--- src/rtl/game_pkg.sv ---
// Shared playfield constants, bullet slot states and shot_vis field layout
// used by the shot scheduler and its per-bullet slot.
package game_pkg;

    localparam int COLOR_W   = 5;
    localparam int DARK      = 31;
    localparam int NUM_COLS  = 8;
    localparam int EMPTY_TOP = 8;

    typedef enum logic [1:0] {
        IDLE,
        FLY,
        LAND
    } slot_state_t;

    // shot_vis slot entry: {valid, row[2:0], col[2:0], color[4:0]}
    localparam int VIS_W         = 12;
    localparam int VIS_COLOR_LSB = 0;
    localparam int VIS_COL_LSB   = 5;
    localparam int VIS_ROW_LSB   = 8;
    localparam int VIS_VALID     = 11;

    function automatic logic [3:0] top_of(input logic [31:0] tops, input logic [2:0] col);
        return tops[{col, 2'b00} +: 4];
    endfunction

endpackage

--- src/rtl/shot_slot.sv ---
// One bullet: IDLE -> FLY -> LAND -> IDLE, with its row/col/colour registers
// and the landing check against the target column's top.
module shot_slot
    import game_pkg::*;
#(
    parameter int NUM_ROWS   = 8,
    parameter int COLOR_BITS = COLOR_W
) (
    input  logic                  clk,
    input  logic                  rst,
    input  logic                  i_alloc,
    input  logic                  i_step,
    input  logic                  i_free,
    input  logic [2:0]            i_col,
    input  logic [COLOR_BITS-1:0] i_color,
    input  logic [31:0]           i_col_top,
    output slot_state_t           o_state,
    output logic [2:0]            o_row,
    output logic [2:0]            o_col,
    output logic [COLOR_BITS-1:0] o_color
);

    logic [3:0] w_top;
    logic       w_hit;

    // A bullet stops on the bottom row or directly above the column's top block.
    assign w_top = top_of(i_col_top, o_col);
    assign w_hit = (o_row == 3'(NUM_ROWS - 1)) || (w_top == ({1'b0, o_row} + 4'd1));

    // NOTE: sequential state uses non-blocking assignments so every slot and the
    // arbiter in the parent observe the same pre-edge values.
    always_ff @(posedge clk) begin
        if (rst) begin
            o_state <= IDLE;
            o_row   <= '0;
            o_col   <= '0;
            o_color <= '0;
        end else begin
            case (o_state)
                IDLE: if (i_alloc) begin
                    o_state <= FLY;
                    o_row   <= '0;
                    o_col   <= i_col;
                    o_color <= i_color;
                end
                FLY: if (i_step) begin
                    if (w_hit) o_state <= LAND;
                    else       o_row   <= o_row + 3'd1;
                end
                LAND: if (i_free) o_state <= IDLE;
                default: o_state <= IDLE;
            endcase
        end
    end

endmodule

--- src/rtl/shot_scheduler.sv ---
// Player shot scheduler: fire acceptance, slot allocation, cooldown and landing
// arbitration onto a valid/ready port. Define SHOT_AUTOFIRE_EN for level-sensitive fire.
module shot_scheduler #(
    parameter int MAX_SHOTS = 4,
    parameter int NUM_ROWS  = 8,
    parameter int COOLDOWN  = 3,
    parameter int COLOR_W   = 5
) (
    input  logic                   clk,
    input  logic                   rst,
    input  logic                   en,
    input  logic                   tick,
    input  logic                   fire,
    input  logic [2:0]             player_pos,
    input  logic [COLOR_W-1:0]     color_in,
    output logic                   color_req,
    input  logic [31:0]            col_top,
    output logic                   land_valid,
    input  logic                   land_ready,
    output logic [2:0]             land_col,
    output logic [2:0]             land_row,
    output logic [COLOR_W-1:0]     land_color,
    output logic [MAX_SHOTS*12-1:0] shot_vis,
    output logic                   col_full,
    output logic                   busy
);
    import game_pkg::*;

    localparam int IDX_W = (MAX_SHOTS > 1) ? $clog2(MAX_SHOTS) : 1;
    localparam int CD_W  = (COOLDOWN > 0) ? $clog2(COOLDOWN + 1) : 1;

    slot_state_t          w_state [MAX_SHOTS];
    logic [2:0]           w_row   [MAX_SHOTS];
    logic [2:0]           w_col   [MAX_SHOTS];
    logic [COLOR_W-1:0]   w_color [MAX_SHOTS];
    logic [MAX_SHOTS-1:0] w_alloc;
    logic [MAX_SHOTS-1:0] w_free;

    logic [CD_W-1:0]  r_cooldown;
    logic [IDX_W-1:0] r_land_idx;
    logic [IDX_W-1:0] w_free_idx;
    logic [IDX_W-1:0] w_pick_idx;
    logic             w_has_free;
    logic             w_pick_ok;
    logic             w_fire_evt;
    logic             w_top_zero;
    logic             w_accept;
    logic             w_step;
    logic             w_load;

`ifdef SHOT_AUTOFIRE_EN
    assign w_fire_evt = fire;
`else
    logic r_fire_d;
    always_ff @(posedge clk) begin
        if (rst) r_fire_d <= 1'b0;
        else     r_fire_d <= fire;
    end
    assign w_fire_evt = fire & ~r_fire_d;
`endif

    assign w_step     = en & tick;
    assign w_top_zero = (top_of(col_top, player_pos) == 4'd0);
    assign w_accept   = ~rst & en & w_fire_evt & (r_cooldown == '0) & w_has_free & ~w_top_zero;
    assign color_req  = w_accept;
    assign col_full   = ~rst & en & w_fire_evt & w_top_zero;
    assign w_load     = ~land_valid | land_ready;

    // NOTE: every always_comb output gets a default before any conditional
    // assignment, so no latch is inferred.
    always_comb begin
        w_has_free = 1'b0;
        w_free_idx = '0;
        w_pick_ok  = 1'b0;
        w_pick_idx = '0;
        w_alloc    = '0;
        w_free     = '0;
        // Descending scan leaves the lowest matching index; the slot already in
        // the output register is masked so it is not presented twice.
        for (int k = MAX_SHOTS - 1; k >= 0; k--) begin
            if (w_state[k] == IDLE) begin
                w_has_free = 1'b1;
                w_free_idx = IDX_W'(k);
            end
            if (w_state[k] == LAND && !(land_valid && r_land_idx == IDX_W'(k))) begin
                w_pick_ok  = 1'b1;
                w_pick_idx = IDX_W'(k);
            end
        end
        if (w_accept)                w_alloc[w_free_idx] = 1'b1;
        if (land_valid & land_ready) w_free[r_land_idx]  = 1'b1;
    end

    for (genvar k = 0; k < MAX_SHOTS; k++) begin : g_slot
        shot_slot #(
            .NUM_ROWS   (NUM_ROWS),
            .COLOR_BITS (COLOR_W)
        ) u_slot (
            .clk       (clk),
            .rst       (rst),
            .i_alloc   (w_alloc[k]),
            .i_step    (w_step),
            .i_free    (w_free[k]),
            .i_col     (player_pos),
            .i_color   (color_in),
            .i_col_top (col_top),
            .o_state   (w_state[k]),
            .o_row     (w_row[k]),
            .o_col     (w_col[k]),
            .o_color   (w_color[k])
        );
    end

    always_ff @(posedge clk) begin
        if (rst) begin
            r_cooldown <= '0;
            r_land_idx <= '0;
            land_valid <= 1'b0;
            land_col   <= '0;
            land_row   <= '0;
            land_color <= COLOR_W'(DARK);
            shot_vis   <= '0;
        end else begin
            if (w_accept)
                r_cooldown <= CD_W'(COOLDOWN);
            else if (w_step && r_cooldown != '0)
                r_cooldown <= r_cooldown - CD_W'(1);

            if (w_load) begin
                land_valid <= w_pick_ok;
                if (w_pick_ok) begin
                    r_land_idx <= w_pick_idx;
                    land_col   <= w_col[w_pick_idx];
                    land_row   <= w_row[w_pick_idx];
                    land_color <= w_color[w_pick_idx];
                end
            end

            for (int k = 0; k < MAX_SHOTS; k++)
                shot_vis[k*VIS_W +: VIS_W] <= (w_state[k] != IDLE)
                    ? {1'b1, w_row[k], w_col[k], w_color[k]} : '0;
        end
    end

    always_comb begin
        busy = 1'b0;
        for (int k = 0; k < MAX_SHOTS; k++)
            busy = busy | shot_vis[k*VIS_W + VIS_VALID];
    end

endmodule
--- config.mk ---
export PLATFORM = sky130hd
export DESIGN_NAME = shot_scheduler
export DESIGN_NICKNAME = d
export VERILOG_FILES = /design/src/rtl/game_pkg.sv /design/src/rtl/shot_slot.sv /design/src/rtl/shot_scheduler.sv
export SDC_FILE = /design/constraint.sdc
export NUM_CORES = 1
export LEC_CHECK = 0
export BUFFER_PORTS_ARGS = -buffer_cell sky130_fd_sc_hd__buf_2
export CORE_UTILIZATION = 45
export CTS_CLUSTER_SIZE = 30
export DETAILED_ROUTE_END_ITERATION = 6
export GPL_TIMING_DRIVEN = 0
export HOLD_SLACK_MARGIN = 0.05
export PLACE_DENSITY = 0.68
export SYNTH_ARGS = -nofsm -noshare
export SYNTH_HDL_FRONTEND = slang
export SYNTH_HIERARCHICAL = 1
export SYNTH_SLANG_ARGS = --single-unit
--- constraint.sdc ---
create_clock -name clk -period 6.85 [get_ports clk]
set_input_delay 1.37 -clock clk [delete_from_list [all_inputs] [get_ports clk]]
set_output_delay 1.37 -clock clk [all_outputs]
set_load 0.01 [all_outputs]
==> metrics.txt <==
Final GP Congestion 1.109; reg2reg end g_slot[3].u_slot/o_color[2]; Chip Width 120.9 um; register area 2342 um^2; Tcrit/Tclk final 0.6469; actual slew at the worst max-slew pin 0.6558 ns; CTS clock-pin slew for the worst setup and hold paths 0.05 ns; WL met2 9802 um; min-delay src land_color[2]; DP Area 7131 um^2; routed vias/inst 6.005; met3 wire length 1474 um; CORE AREA 13830 um^2; Top cell by count, worst path buf_2; WS Path Type input pin to output port; Max Root-Sink Buffers 2; Mapped Nets 727; Max Cap Viol 0; Critical Path Source Type input pin; Std-Cell Rows 43; CTS tree done; most common cell after layout, fill and taps aside buf_2; number of global-route vias before repair 5690; RSZ-0062 raised after global routing no; clk_lat worst skew 0.41 ns; Power Dens Cells 218.0 nW/um^2; worst path required time 5.48 ns; largest net degree at the start of global routing 23; Hold Vio Cnt, Final 0; CP max stage delay 0.54 ns; number of fill cells in the layout 1216; Root Buffer clkbuf_16; crit-path cells buf_2 -> or4_1 -> o221ai_1 -> nand3b_1 -> nand3_1 -> inv_1 -> buf_2; FF-to-FF path depth 9; worst hold slack 0.4675 ns; Slew HR 0.5612; worst-path maximum fanout 9; R2R Setup Slk 3.81 ns; I/O Buffers 108; initial antenna violation count 0; top_reg_cell synth dfxtp_1; Initial Utilization 0.4603; most frequent cells in the layout buf_2, dfxtp_1, nand2_1, o21ai_0, mux2i_1; fin. max-slew vios 0; H-tree Lvls 4; area of the multi-input gates 3687 um^2; crit path DAT 3.06 ns; drt total wl 20030 um; final clock skew 0.01203 ns; post-synthesis sequential area ratio 0.3680; Mapped Cells 672; nets@finish 854; post-cts hold buffer count 0; grt total ovfl 0; # resized after CTS 0; full die area 14620 um^2; post-synthesis async set-or-reset flop share 0; Via Count 5945; wire per inst 20.23 um; # DRC 2; final non-filler cell area 7711 um^2; failing checks design-rule violations; DR top layer met4; hpwl dp 15170 um; ANT nets after route 0; WHS Path Cells 2; diodes inserted 0; Die Y 120.9 um; 1st-iter DRT viols 599; mapped cell area 6365 um^2; Syn. warnings 6; synthesis-to-layout area growth 21.15%; crit path capture type output port; Setup crit start player_pos[0]; met1 wire length 8087 um; GRT Total Usage 0.2771; CTS buffer count 17; Peak VDD IR 0.1767 mV; synth unique cells 55; total power 1.681 mW; placed cell count 960; slowest cell on the critical path or4_1; share of cells above drive strength 1 0.2309; number of synthesized flops with an enable pin 0; Post-Syn Area per Cell 9.472 um^2; Top Ports 109; Setup TNS Final 0 ns; Setup violations, final 0; Layout Cells excl Fill 990; FF-to-FF Start g_slot[0].u_slot/o_state[1]; Hold Path Class flip-flop to flip-flop; outcome finished with violations; Lkg Pwr 2.952 nW; drt pass-1 iters 7; global-route wire length before repair 30320 um; clock sinks 117; Max Freq 0.2257 GHz; Hold EP land_color[2]; fin crit period 4.432 ns; postcts setup bufs 0; flops & latches, synth 117
worst max-delay path: cells and delay by family:
kind                   cells  cell delay, ns
AOI/OAI and AO/OA          1            0.21
buffers and inverters      3            0.47
and+or+nand+nor            3            1.02
worst max-delay path by stage:
stage                      to  slack, ns
floorplan            col_full       3.00
global placement    color_req       2.44
detailed placement  color_req       2.47
CTS                 color_req       2.46
global route        color_req       2.36
finish              color_req       2.42
Yosys cell counts, drive strengths merged, types with 2 or more instances:
cell type | instances | share of area
dfxtp | 117 | 0.37
o21ai | 62 | 0.049
nand2 | 54 | 0.032
mux2i | 45 | 0.071
and2 | 42 | 0.041
a21oi | 39 | 0.031
nor2 | 36 | 0.021
mux4 | 25 | 0.096
buf | 24 | 0.032
clkbuf | 20 | 0.012
nand3 | 17 | 0.013
inv | 15 | 0.0088
nor3 | 15 | 0.012
nand2b | 14 | 0.014
a211o | 12 | 0.017
a211oi | 12 | 0.015
a31oi | 12 | 0.012
nor4 | 11 | 0.011
ha | 9 | 0.018
a32o | 8 | 0.013
and3 | 8 | 0.0081
o21bai | 8 | 0.0094
xor2 | 8 | 0.011
o22ai | 7 | 0.0069
a2bb2oi | 5 | 0.012
o21a | 5 | 0.0059
o31ai | 5 | 0.0059
or2 | 5 | 0.0049
xnor2 | 5 | 0.0069
nand4b | 4 | 0.0055
o41ai | 4 | 0.010
and3b | 2 | 0.0028
nand3b | 2 | 0.0029
nor2b | 2 | 0.0020
or4 | 2 | 0.0024
layer usage:
layer | track usage | vias to the layer above
li1 | - | 2737
met1 | 0.3354 | 2873
met2 | 0.4725 | 292
met3 | 0.05310 | 43
met4 | 0.1296 | 0
met5 | 0 | -
metrics by stage:
| step | utilization | setup slack [ns] |
|---|---|---|
| floorplan | - | 3.001 |
| global placement | 0.5157 | 2.438 |
| detailed placement | 0.5157 | 2.470 |
| CTS | 0.5577 | 2.459 |
| global route | 0.5577 | 2.358 |
| finish | 0.5577 | 2.418 |
power breakdown:
part           total, mW  internal [mW]  switching [mW]
registers          0.689          0.685         0.00352
logic              0.118         0.0470          0.0711
clock network      0.874          0.575           0.299
total               1.68           1.31           0.374
cell families after synthesis:
logic type                 synth area share
buffers and inverters               0.05268
adders and majority gates           0.01769
muxes                                0.1681
AOI/OAI and AO/OA                    0.1970
DFF                                  0.3680
and+or+nand+nor                      0.1787
xor gates and xnor gates            0.01789
sequential cells by signal, summed over array words and instances (netlist names):
register               flops
land_color                 5
land_row                   3
r_cooldown                 2
r_land_idx                 2
shot_vis                  48
r_fire_d                   1
land_valid                 1
g_slot.u_slot/o_row       12
g_slot.u_slot/o_col       12
g_slot.u_slot/o_color     20
land_col                   3
g_slot.u_slot/o_state      8
layout make-up:
cell class,instances,share of cell area
multi-input cells,496,0.4782
flip-flops and latches,117,0.3037
repair buffers,108,0.07010
clock buffers,21,0.05841
plain buffers,44,0.03618
well taps,180,0.02921
clock inverters,9,0.01687
inverters,15,0.007302
No activity file was read; power rests on OpenSTA's default activity.
